===== config.mk =====
export PLATFORM = sky130hd
export DESIGN_NAME = regfile_wb_ctrl
export DESIGN_NICKNAME = d
export VERILOG_FILES = /design/src/rtl/regfile_wb_ctrl.sv
export SDC_FILE = /design/constraint.sdc
export NUM_CORES = 1
export LEC_CHECK = 0
export ABC_AREA = 1
export BUFFER_PORTS_ARGS = -buffer_cell sky130_fd_sc_hd__buf_2
export CAP_MARGIN = 30
export CORE_AREA = 5 5 92 94
export CTS_CLUSTER_DIAMETER = 150
export CTS_CLUSTER_SIZE = 30
export DETAILED_ROUTE_END_ITERATION = 16
export DIE_AREA = 0 0 97 99
export GPL_TIMING_DRIVEN = 0
export PLACE_DENSITY = 0.74
export SYNTH_ARGS = -nofsm -noshare
export SYNTH_HDL_FRONTEND = slang
export SYNTH_SLANG_ARGS = --single-unit

===== constraint.sdc =====
create_clock -name clk -period 1.7 [get_ports clk]
set_clock_uncertainty 0.05 [all_clocks]
set_input_delay 0.425 -clock clk [delete_from_list [all_inputs] [get_ports clk]]
set_output_delay 0.425 -clock clk [all_outputs]
set_load 0.01 [all_outputs]

===== src/rtl/regfile_wb_ctrl.sv =====
// Writeback-stage write-port controller for the banked per-thread register file.
// Performs the post-reset zero sweep, x0 suppression and idle-slot thread clears.
package riscv_pkg;
    localparam int NUM_THREADS = 16;
endpackage

module regfile_wb_ctrl #(
    parameter int DWIDTH      = 32,
    parameter int NUM_THREADS = riscv_pkg::NUM_THREADS
) (
    input  logic                           clk,
    input  logic                           rst_n,
    input  logic                           i_wb_valid,
    input  logic                           i_wb_we,
    input  logic [$clog2(NUM_THREADS)-1:0] i_wb_thread,
    input  logic [4:0]                     i_wb_rd,
    input  logic [DWIDTH-1:0]              i_wb_data,
    input  logic                           i_thr_clr_req,
    input  logic [$clog2(NUM_THREADS)-1:0] i_thr_clr_idx,
    output logic                           o_rf_wr_en,
    output logic [$clog2(NUM_THREADS)-1:0] o_rf_thread,
    output logic [4:0]                     o_rf_addr,
    output logic [DWIDTH-1:0]              o_rf_data,
    output logic                           o_init_done,
    output logic                           o_thr_clr_busy,
    output logic                           o_wb_drop
);

    localparam int RF_SIZE = NUM_THREADS * 32;
    localparam int TW      = $clog2(NUM_THREADS);
    localparam int CW      = $clog2(RF_SIZE);

    typedef enum logic [1:0] {
        S_INIT,
        S_RUN,
        S_TCLR
    } state_e;

    state_e            state_q, state_d;
    logic [CW-1:0]     sweep_q, sweep_d;
    logic [4:0]        clr_cnt_q, clr_cnt_d;
    logic [TW-1:0]     clr_thr_q, clr_thr_d;
    logic              wr_en_q, wr_en_d;
    logic [TW-1:0]     thread_q, thread_d;
    logic [4:0]        addr_q, addr_d;
    logic [DWIDTH-1:0] data_q, data_d;
    logic              done_q, done_d;
    logic              busy_q, busy_d;
    logic              drop_q, drop_d;
    logic              wb_wr;
    logic              wb_qual;

    assign wb_wr   = i_wb_valid & i_wb_we;
    assign wb_qual = wb_wr & (i_wb_rd != 5'd0);

    // Next-state and registered-output selection; outputs hold unless written.
    always_comb begin
        state_d   = state_q;
        sweep_d   = sweep_q;
        clr_cnt_d = clr_cnt_q;
        clr_thr_d = clr_thr_q;
        wr_en_d   = 1'b0;
        thread_d  = thread_q;
        addr_d    = addr_q;
        data_d    = data_q;
        done_d    = done_q | (state_q != S_INIT);
        busy_d    = 1'b0;
        drop_d    = drop_q;
        unique case (state_q)
            S_INIT: begin
                wr_en_d             = 1'b1;
                {thread_d, addr_d}  = sweep_q;
                data_d              = '0;
                sweep_d             = sweep_q + 1'b1;
                if (wb_wr) begin
                    drop_d = 1'b1;
                end
                if (sweep_q == CW'(RF_SIZE - 1)) begin
                    state_d = S_RUN;
                end
            end
            S_RUN: begin
                if (wb_qual) begin
                    wr_en_d  = 1'b1;
                    thread_d = i_wb_thread;
                    addr_d   = i_wb_rd;
                    data_d   = i_wb_data;
                end
                if (i_thr_clr_req) begin
                    clr_thr_d = i_thr_clr_idx;
                    clr_cnt_d = '0;
                    state_d   = S_TCLR;
                    busy_d    = 1'b1;
                end
            end
            S_TCLR: begin
                busy_d = 1'b1;
                if (wb_qual && (i_wb_thread != clr_thr_q)) begin
                    wr_en_d  = 1'b1;
                    thread_d = i_wb_thread;
                    addr_d   = i_wb_rd;
                    data_d   = i_wb_data;
                end else begin
                    if (wb_qual) begin
                        drop_d = 1'b1;
                    end
                    wr_en_d   = 1'b1;
                    thread_d  = clr_thr_q;
                    addr_d    = clr_cnt_q;
                    data_d    = '0;
                    clr_cnt_d = clr_cnt_q + 5'd1;
                    if (clr_cnt_q == 5'd31) begin
                        state_d = S_RUN;
                    end
                end
            end
            default: begin
                state_d = S_INIT;
            end
        endcase
    end

    // State and output registers; reset aborts any sweep or clear.
    always_ff @(posedge clk or negedge rst_n) begin
        if (!rst_n) begin
            state_q   <= S_INIT;
            sweep_q   <= '0;
            clr_cnt_q <= '0;
            clr_thr_q <= '0;
            wr_en_q   <= 1'b0;
            thread_q  <= '0;
            addr_q    <= '0;
            data_q    <= '0;
            done_q    <= 1'b0;
            busy_q    <= 1'b0;
            drop_q    <= 1'b0;
        end else begin
            state_q   <= state_d;
            sweep_q   <= sweep_d;
            clr_cnt_q <= clr_cnt_d;
            clr_thr_q <= clr_thr_d;
            wr_en_q   <= wr_en_d;
            thread_q  <= thread_d;
            addr_q    <= addr_d;
            data_q    <= data_d;
            done_q    <= done_d;
            busy_q    <= busy_d;
            drop_q    <= drop_d;
        end
    end

    assign o_rf_wr_en     = wr_en_q;
    assign o_rf_thread    = thread_q;
    assign o_rf_addr      = addr_q;
    assign o_rf_data      = data_q;
    assign o_init_done    = done_q;
    assign o_thr_clr_busy = busy_q;
    assign o_wb_drop      = drop_q;

endmodule


==> results of run 1 <==
[cells in the mapped netlist, types with 2 or more instances]
cell      number  area [µm²]
a21oi_1       13        65.1
a21oi_2        8        70.1
buf_2          8        40.0
buf_4          4        30.0
buf_8          2        30.0
clkbuf_1       3        11.3
dfrtp_1       65        1630
ha_1           9         113
inv_1         36         135
inv_2          4        15.0
nand2_1      111         417
nand2_2        4        25.0
nand2_4        2        22.5
nand3_1       37         185
nor2_1        15        56.3
nor3_1         2        10.0
nor3_2         2        20.0
o211ai_1       3        22.5
o21ai_0       13        65.1
o21ai_2       29         254
or2_2          2        12.5
xor2_1         9        78.8
[layout make-up]
type	instances	area share (%)
buffer	19	4.16
clock buffer	9	2.80
clock inverter	7	1.05
inverter	42	3.91
multi-input combinational	267	35.6
sequential	65	36.8
tap	102	2.89
timing repair buffer	104	12.8
[final timing paths]
kind                                       end  cells after the start  slack (ns)              from
min in group clk                  clr_thr_q[0]                      3        0.28  i_thr_clr_idx[0]
worst min-delay path             o_rf_data[13]                      1        0.12             rst_n
worst min register to register     o_init_done                      1        0.42       o_init_done
worst max-delay path                state_q[1]                     10       -0.09        sweep_q[0]
max in group asynchronous       o_thr_clr_busy                      1        0.94             rst_n
worst max register to register      state_q[1]                     10       -0.09        sweep_q[0]
[per-layer routing]
metal,vias up,track usage (%)
li1,1489,-
met1,1442,23.0
met2,112,29.7
met3,9,4.95
met4,0,4.43
met5,-,0
[power by group]
group	switching [mW]	leakage, nW	internal, mW
clock	0.648	0.0814	0.525
sequential	0.0000000296	0.858	1.54
combinational	0.0704	1.33	0.0476
[logic make-up (layout without fill, tap and decap cells)]
kind of cell / after synthesis / count (layout) / share of synthesized area [%]
flip-flops: 65 / 65 / 47.4
buffers and inverters: 61 / 181 / 8.90
AND/OR/NAND/NOR: 178 / 178 / 22.8
multiplexers: 1 / 1 / 0.328
XOR/XNOR: 9 / 9 / 2.30
AO/OA/AOI/OAI: 70 / 70 / 15.0
adder cells (fa/ha/maj): 9 / 9 / 3.28
[worst max-delay path: stages (launching register included)]
cell,delay [ns]
dfrtp_1,0.40
ha_4,0.17
nand3_4,0.08
nor3_4,0.13
nand2_1,0.08
nor2_1,0.10
ha_2,0.17
o21ai_1,0.07
nand3b_1,0.25
nand2_1,0.11
o21ai_1,0.06
[flip-flops by register name (all words and copies together) (netlist names)]
register and flops:
state_q 2, o_wb_drop 1, o_rf_data 32, o_rf_addr 5, clr_cnt_q 5, o_rf_wr_en 1, o_init_done 1, sweep_q 9
o_rf_thread 4, o_thr_clr_busy 1, clr_thr_q 4
[stage by stage]
step | TNS (ns) | utilization, % | hold slack, ns
after floorplan | 0 | - | 0.0794
after global placement | -10.04 | 53.2 | 0.401
after detailed placement | -4.05 | 53.3 | 0.405
after CTS | -0.0706 | 56.5 | 0.154
after global routing | -0.731 | 58.4 | 0.203
final | -0.155 | 58.4 | 0.123
[repair_timing]
action,in CTS,in global routing
gates resized for setup,14,28
endpoints found under the hold margin,0,0
setup buffers,4,5
pin swaps,1,3
cloned,0,1
setup endpoints to repair,44,50
hold buffers,0,0
==> impl_metrics.yaml, run 1 <==
floorplanning:
  dieArea_um2: 9600
  die_x_um: 97
  num_rows: 32
  start_util_pct: 45.3
  design.core.area_um2: 7570
  die_y_um: 99
  io_pins: 95
drt:
  top_layer_used: "met4"
  wl_mm: 8.63
  wl_met3_um: 547
  wl_met2_mm: 4.19
  drc: 0
  vias_per_cell: 4.96
  wl_met1_mm: 3.80
  dr.pass1.iters: 4
  avgRoutedWirePerCell_um: 14.0
  ant_nets: 0
  dr.first_iter.drc_count: 107
  vias: 3052
clock_tree:
  cts.sinks: 65
  numCtsBuffers: 9
  cts_buffer_depth: 2
  clk_latency_ns: 0.35
  path_clk_slew_ns: 0.08
  cts_tree: "built"
  clockRootBuffer: "clkbuf_8"
  h-tree-depth: 3
worst_setup_path:
  path_class: "reg2reg"
  crit_arrival_ns: 1.96
  path_max_fanout: 4
  worstPathRequired_ns: 1.88
  end_kind: "flip-flop"
  cp-start-kind: "flip-flop"
final_layout:
  areaGrowthSynthToFinish_pct: 28.8
  antenna_cells: 0
  mostFrequentLayoutCells: "nand2_1, buf_2, dfrtp_1, nand3_1, inv_1"
  instances_no_fill: 615
  layout_commonest_cell: "nand2_1"
  fin_area_um2: 4420
  fill_cells: 685
  final_layout_size_suffix_gt1_share_pct: 40.4
  multiInputGateArea_um2: 1570
  seq_area_um2: 1630
  fin_nets: 567
timing:
  min_period_over_period_pct: 105
  setup_viol: 2
  period_needed_ns: 1.79
  rsz0062_at_grt: "true"
  drv_slew: 0
  hold_violations: 0
  relSlewSlack_pct: 45.6
  max_freq_mhz: 560
  worst_pin_slew_ns: 0.816
  worst_slack_ns: -0.0850
place:
  hpwl_mm: 6.15
  gp_congestion: 0.840
  placed_cell_area_um2: 4030
  pre_cts_ws_ns: -0.301
  port_buffers: 94
  place_inst: 589
global_routing:
  grt_max_degree: 66
  first_global_vias: 2979
  overflow: 0
  track_usage_pct: 17.8
  grt_pass1_wl_mm: 14.1
  antenna_found_initial: 0
pwr:
  p_total_mw: 2.84
  p_leak_nw: 2.27
  vdd_drop_max_uv: 370
  p_per_area_nw_per_um2: 642
yosys:
  synth_cells: 393
  synth_area_um2: 3430
  yosysWarnings: 0
  synth_edf_count: 0
  synth-seq-area-share_pct: 47.4
  syn-num-nets: 452
  syn_area_per_cell_um2: 8.73
  ys_async_sr_fraction_pct: 100
  synth_ff_type: "dfrtp_1"
  synth_seq_cells: 65
  yosysUniqueCellTypes: 34
hold_path:
  hp-class: "in2async"
status:
  failed_checks: "setup timing"
  status: "finished, violations left"
job:
  cap_violations: 0
No activity file was read; power rests on OpenSTA's default activity.
==> run 2: changes to the inputs <==
Settings changed: BUFFER_PORTS_ARGS -buffer_cell sky130_fd_sc_hd__buf_2 to unset, DONT_BUFFER_PORTS set to 1, PLACE_DENSITY 0.74 to unset.
Clock period 1.7 ns to 1.6 ns, I/O delays scaled along.
==> run 2 against run 1 <==
Against the previous run:
- the flow finishes with violations (hold timing, setup timing)
- first-iteration DRC count shrank 32%
- sequential cell count is the same
- count of clock-buffer cells in the layout grew 2
- global-route usage shrank 0.23 points
- via count shrank 12%
- routed wire length shrank 2.2%
- non-clock buffer count shrank 86
- register-to-register slack lost 0.09 ns
- clock power grew 24%
- critical path depth shrank 1
- critical path type unchanged
- largest cell class unchanged
==> impl_metrics.yaml, run 2 (same netlist as run 1, synthesis figures left out) <==
pwr:
  p_leak_nw: 1.93
  p_per_area_nw_per_um2: 751
  power.internal_mw: 2.45
  pwr-share-seq_pct: 52.7
  p_sw_share_pct: 21.4
  power_frac_clock_pct: 46.5
  vdd_drop_max_uv: 401
  p_switching_mw: 0.667
  comb_power_share_pct: 0.9
floorplanning:
  io_pins: 95
  die_y_um: 99
  dieArea_um2: 9600
  die_x_um: 97
  start_util_pct: 45.3
  num_rows: 32
  design.core.area_um2: 7570
place:
  port_buffers: 0
  hpwl_mm: 5.77
  gp_congestion: 0.788
timing:
  relSlewSlack_pct: 79.8
  period_needed_ns: 1.77
  worst_pin_slew_ns: 0.304
  setup_tns_ns: -4.07
  max_freq_mhz: 565
  min_period_over_period_pct: 111
  rsz0062_at_grt: "true"
  setup_viol: 46
  drv_slew: 0
  worst_hold_slack_ns: -0.299
  worst_slack_ns: -0.170
  hold_violations: 65
global_routing:
  grt_pass1_wl_mm: 13.7
  antenna_found_initial: 0
  first_global_vias: 2699
  grt_max_degree: 66
  track_usage_pct: 17.6
  overflow: 0
drt:
  wl_met1_mm: 3.76
  avgRoutedWirePerCell_um: 16.0
  dr.first_iter.drc_count: 73
  dr.pass1.iters: 4
  vias_per_cell: 5.09
  drc: 0
  top_layer_used: "met4"
  wl_mm: 8.44
  ant_nets: 0
  wl_met2_mm: 3.93
  wl_met3_um: 657
  vias: 2691
worst_setup_path:
  crit_buf_inv: 4
  end_kind: "flip-flop"
  cp-start-kind: "flip-flop"
  slowest_stage: "dfrtp_1"
  path_cells: "inv_2, ha_2, buf_6, a21oi_4, inv_4, bufbuf_16, a21oi_2, nand2_1, nand2_1"
  worstPathRequired_ns: 1.82
  path_class: "reg2reg"
  cp_slowest_stage_delay_ns: 0.42
  crit_family: "buffers and inverters"
  path_max_fanout: 7
  critPathMostFrequentCell: "nand2_1"
  crit_arrival_ns: 1.99
status:
  status: "finished, violations left"
  failed_checks: "hold timing, setup timing"
clock_tree:
  cts_buffer_depth: 2
  cts.sinks: 65
  clk_latency_ns: 0.34
  numCtsBuffers: 9
  h-tree-depth: 3
  cts_tree: "built"
  path_clk_slew_ns: 0.07
  clockRootBuffer: "clkbuf_8"
job:
  cap_violations: 0
final_layout:
  mostFrequentLayoutCells: "nand2_1, dfrtp_1, inv_1, o21ai_2, nand3_1"
  final_layout_size_suffix_gt1_share_pct: 32.6
  layout_commonest_cell: "nand2_1"
  areaGrowthSynthToFinish_pct: 21.0
  antenna_cells: 0
  largest_register_ffs: 32
  fin_nets: 481
hold_path:
  hp-class: "in2async"
run 2: power groups by stage:
| stage | combinational, mW | clock, mW | sequential (mW) |
|---|---|---|---|
| CTS | 0.0270 | 1.48 | 1.64 |
| global route | 0.0295 | 1.56 | 1.64 |
| detailed placement | 0.0270 | 0 | 1.67 |
| global placement | 0.0264 | 0 | 1.67 |
| finish | 0.0268 | 1.45 | 1.64 |
| floorplan | 0.0227 | 0 | 1.67 |
run 2: cell type report:
class                      instances  area, µm²
timing repair buffer              18        190
sequential                        65       1630
tap                              102        128
clock buffer                      11        151
buffer                            19        209
clock inverter                     5       53.8
multi-input combinational        267       1620
fill                             670       3420
inverter                          42        170
run 2: worst register-to-register path: cells and delay by family (launching register included):
| family | cells | cell delay (ns) |
|---|---|---|
| AO/OA/AOI/OAI | 2 | 0.35 |
| adder cells (fa/ha/maj) | 1 | 0.17 |
| buffers and inverters | 4 | 0.58 |
| flip-flops | 1 | 0.42 |
| AND/OR/NAND/NOR | 2 | 0.13 |
run 2: layer usage:
metal | GRT usage, % | up-vias
li1 | - | 1318
met1 | 22.5 | 1284
met2 | 27.7 | 81
met3 | 7.01 | 8
met4 | 4.86 | 0
met5 | 0 | -
run 2: timing repair:
item | in CTS | in global routing
hold endpoints to repair | 65 | 65
resized for setup | 44 | 29
pin swaps | 12 | 10
endpoints found under the setup margin | 52 | 51
buffers inserted | 9 | 5
gates cloned | 3 | 1
run 2: worst paths after layout:
| path | start | to | slack [ns] | depth (start not counted) |
|---|---|---|---|---|
| max in group asynchronous | rst_n | clr_thr_q[2] | 1.67 | 0 |
| min in group clk | i_wb_data[14] | o_rf_data[14] | 0.14 | 2 |
| worst min register to register | sweep_q[7] | sweep_q[7] | 0.45 | 1 |
| worst max register to register | state_q[1] | o_rf_thread[0] | -0.17 | 9 |
| worst max-delay path | state_q[1] | o_rf_thread[0] | -0.17 | 9 |
| worst min-delay path | rst_n | o_rf_data[29] | -0.30 | 0 |
run 2: through the flow:
| step | worst slack, ns | cells | area, µm² | power [mW] | util [%] |
|---|---|---|---|---|---|
| after floorplan | 0.00419 | 393 | 3430 | 1.70 | - |
| after global placement | -0.265 | 495 | 3560 | 1.70 | 47.1 |
| after detailed placement | -0.274 | 495 | 3560 | 1.70 | 47.1 |
| after CTS | -0.157 | 523 | 4010 | 3.15 | 53.0 |
| after global routing | -0.345 | 529 | 4150 | 3.23 | 54.8 |
| final | -0.170 | 529 | 4150 | 3.12 | 54.8 |
==> run 3: changes to the inputs <==
Settings changed: ABC_AREA 1 to unset, CORE_AREA 5 5 92 94 to 5 5 87 89, DIE_AREA 0 0 97 99 to 0 0 92 94.
==> run 3 against run 2 <==
Against the previous run:
- the run still ends with hold timing, setup timing left
- total power grew 0.37%
- clock power is essentially flat
- final cell count shrank 15%
- sequential cell count is the same
- setup slack lost 0.14 ns
- utilization grew 6.5 points
- largest power group unchanged
- highest routed layer unchanged
==> impl_metrics.yaml, run 3 <==
timing:
  relSlewSlack_pct: 78.8
  worst_pin_slew_ns: 0.319
  period_needed_ns: 1.91
  setup_viol: 48
  drv_slew: 0
  hold_violations: 65
  worst_slack_ns: -0.305
  rsz0062_at_grt: "true"
  min_period_over_period_pct: 119
  worst_hold_slack_ns: -0.302
  max_freq_mhz: 525
clock_tree:
  numCtsBuffers: 9
  h-tree-depth: 3
  cts_buffer_depth: 2
  cts.sinks: 65
  path_clk_slew_ns: 0.08
  clk_latency_ns: 0.34
  cts_tree: "built"
  clockRootBuffer: "clkbuf_8"
yosys:
  synth_ff_type: "dfrtp_1"
  synth_edf_count: 0
  synth.top_cell.area_share_pct: 53.0
  synth_area_leaders: "dfrtp_1, nand2_1, o21ai_0"
  ys_async_sr_fraction_pct: 100
  yosysUniqueCellTypes: 41
  synth_area_um2: 3070
  synth.largest_area_cell: "dfrtp_1"
  synth-seq-area-share_pct: 53.0
  syn_area_per_cell_um2: 9.70
  yosysWarnings: 0
  syn-num-nets: 375
  synth_seq_cells: 65
  synthMostInstantiatedCell: "nand2_1"
  synth_cells: 316
  synth_common_cells: "nand2_1, dfrtp_1, o21ai_0"
worst_setup_path:
  rrSetupSlack_ns: -0.30
  r2r_cells: 7
  cp-start-kind: "input pin"
  end_kind: "flip-flop"
  r2r_end: "state_q[0]"
  crit_arrival_ns: 2.08
  worstPathRequired_ns: 1.77
  path_max_fanout: 4
  path_class: "in2reg"
  r2r-start: "state_q[0]"
pwr:
  p_total_mw: 3.13
  p_per_area_nw_per_um2: 764
  vdd_drop_max_uv: 462
  p_leak_nw: 1.93
global_routing:
  grt_pass1_wl_mm: 12.5
  first_global_vias: 2430
  antenna_found_initial: 0
  track_usage_pct: 18.6
  overflow: 0
  grt_max_degree: 66
final_layout:
  final_layout_size_suffix_gt1_share_pct: 37.6
  areaGrowthSynthToFinish_pct: 33.6
  largest_register_ffs: 32
  mostFrequentLayoutCells: "nand2_1, dfrtp_1, buf_4, o21ai_1, o21ai_2"
  instances_no_fill: 450
  utilization_pct: 61.3
  fill_cells: 555
  layout_commonest_cell: "nand2_1"
  antenna_cells: 0
  fin_nets: 424
job:
  cap_violations: 0
floorplanning:
  io_pins: 95
  die_x_um: 92
  design.core.area_um2: 6680
  die_y_um: 94
  start_util_pct: 45.9
  dieArea_um2: 8650
  num_rows: 30
drt:
  ant_nets: 0
  avgRoutedWirePerCell_um: 18.2
  dr.first_iter.drc_count: 82
  vias_per_cell: 5.52
  wl_mm: 8.20
  drc: 0
  vias: 2482
  dr.pass1.iters: 4
status:
  failed_checks: "hold timing, setup timing"
  status: "finished, violations left"
place:
  gp_congestion: 0.832
  hpwl_mm: 5.43
  port_buffers: 0
  place_inst: 396
hold_path:
  hp-class: "in2async"
-- run 3: worst max-delay path: stages --
cell and delay, ns:
or4_4 0.60, nor2_8 0.11, and4b_2 0.28, or3_4 0.37
mux2_4 0.30
-- run 3: worst max path at each step --
stage | start | end | slack, ns | cells after the start
after floorplan | i_wb_rd[4] | state_q[0] | -0.65 | 6
after global placement | i_wb_rd[4] | o_rf_data[2] | -0.86 | 7
after detailed placement | i_wb_rd[4] | o_rf_data[17] | -0.93 | 7
after CTS | clr_thr_q[3] | state_q[0] | -0.29 | 6
after global routing | state_q[0] | state_q[0] | -0.33 | 7
final | i_wb_rd[1] | state_q[0] | -0.31 | 5
-- run 3: cell type report --
cell class / count / area (µm²) / share of cell area [%]
multi-input combinational: 228 / 1640 / 40.0
sequential: 65 / 1630 / 39.7
timing repair buffer: 41 / 362 / 8.83
buffer: 14 / 136 / 3.33
clock buffer: 9 / 124 / 3.02
tap: 80 / 100 / 2.44
clock inverter: 7 / 80.1 / 1.95
inverter: 6 / 27.5 / 0.672
-- run 3: through the flow --
step	setup slack [ns]	TNS (ns)	cell area [µm²]
floorplan	-0.652	-23.40	3130
global placement	-0.861	-37.79	3230
detailed placement	-0.928	-38.99	3230
CTS	-0.287	-10.82	3680
global route	-0.333	-11.15	4100
finish	-0.305	-9.14	4100
-- run 3: kinds of logic (layout without fill, tap and decap cells) --
| kind of cell | Yosys count | in the layout | share of synthesized area [%] |
|---|---|---|---|
| flops | 65 | 65 | 53.0 |
| simple gates | 123 | 123 | 17.8 |
| mux | 10 | 10 | 3.92 |
| fa+ha+maj | 9 | 9 | 3.67 |
| xor+xnor | 11 | 11 | 3.14 |
| buf+inv | 23 | 77 | 3.14 |
| compound gates | 75 | 75 | 15.3 |
-- run 3: where the power goes --
group	switching, mW	leakage, nW	internal [mW]
sequential	0.00301	0.868	1.64
clock	0.687	0.101	0.735
combinational	0.0328	0.956	0.0273
-- run 3: routing by layer --
layer	global-route usage, %	vias up	wire [µm]
li1	-	1199	-
met1	24.0	1206	3600
met2	28.9	65	3910
met3	6.01	12	557
met4	7.67	0	124
met5	0	-	0
-- run 3: repair_timing --
item                                   in CTS  in global routing
pin swaps                                  10                 18
setup endpoints to repair                  61                 55
cloned                                      0                  3
gates resized for setup                    38                105
buffers inserted                           17                 21
endpoints found under the hold margin      65                 65
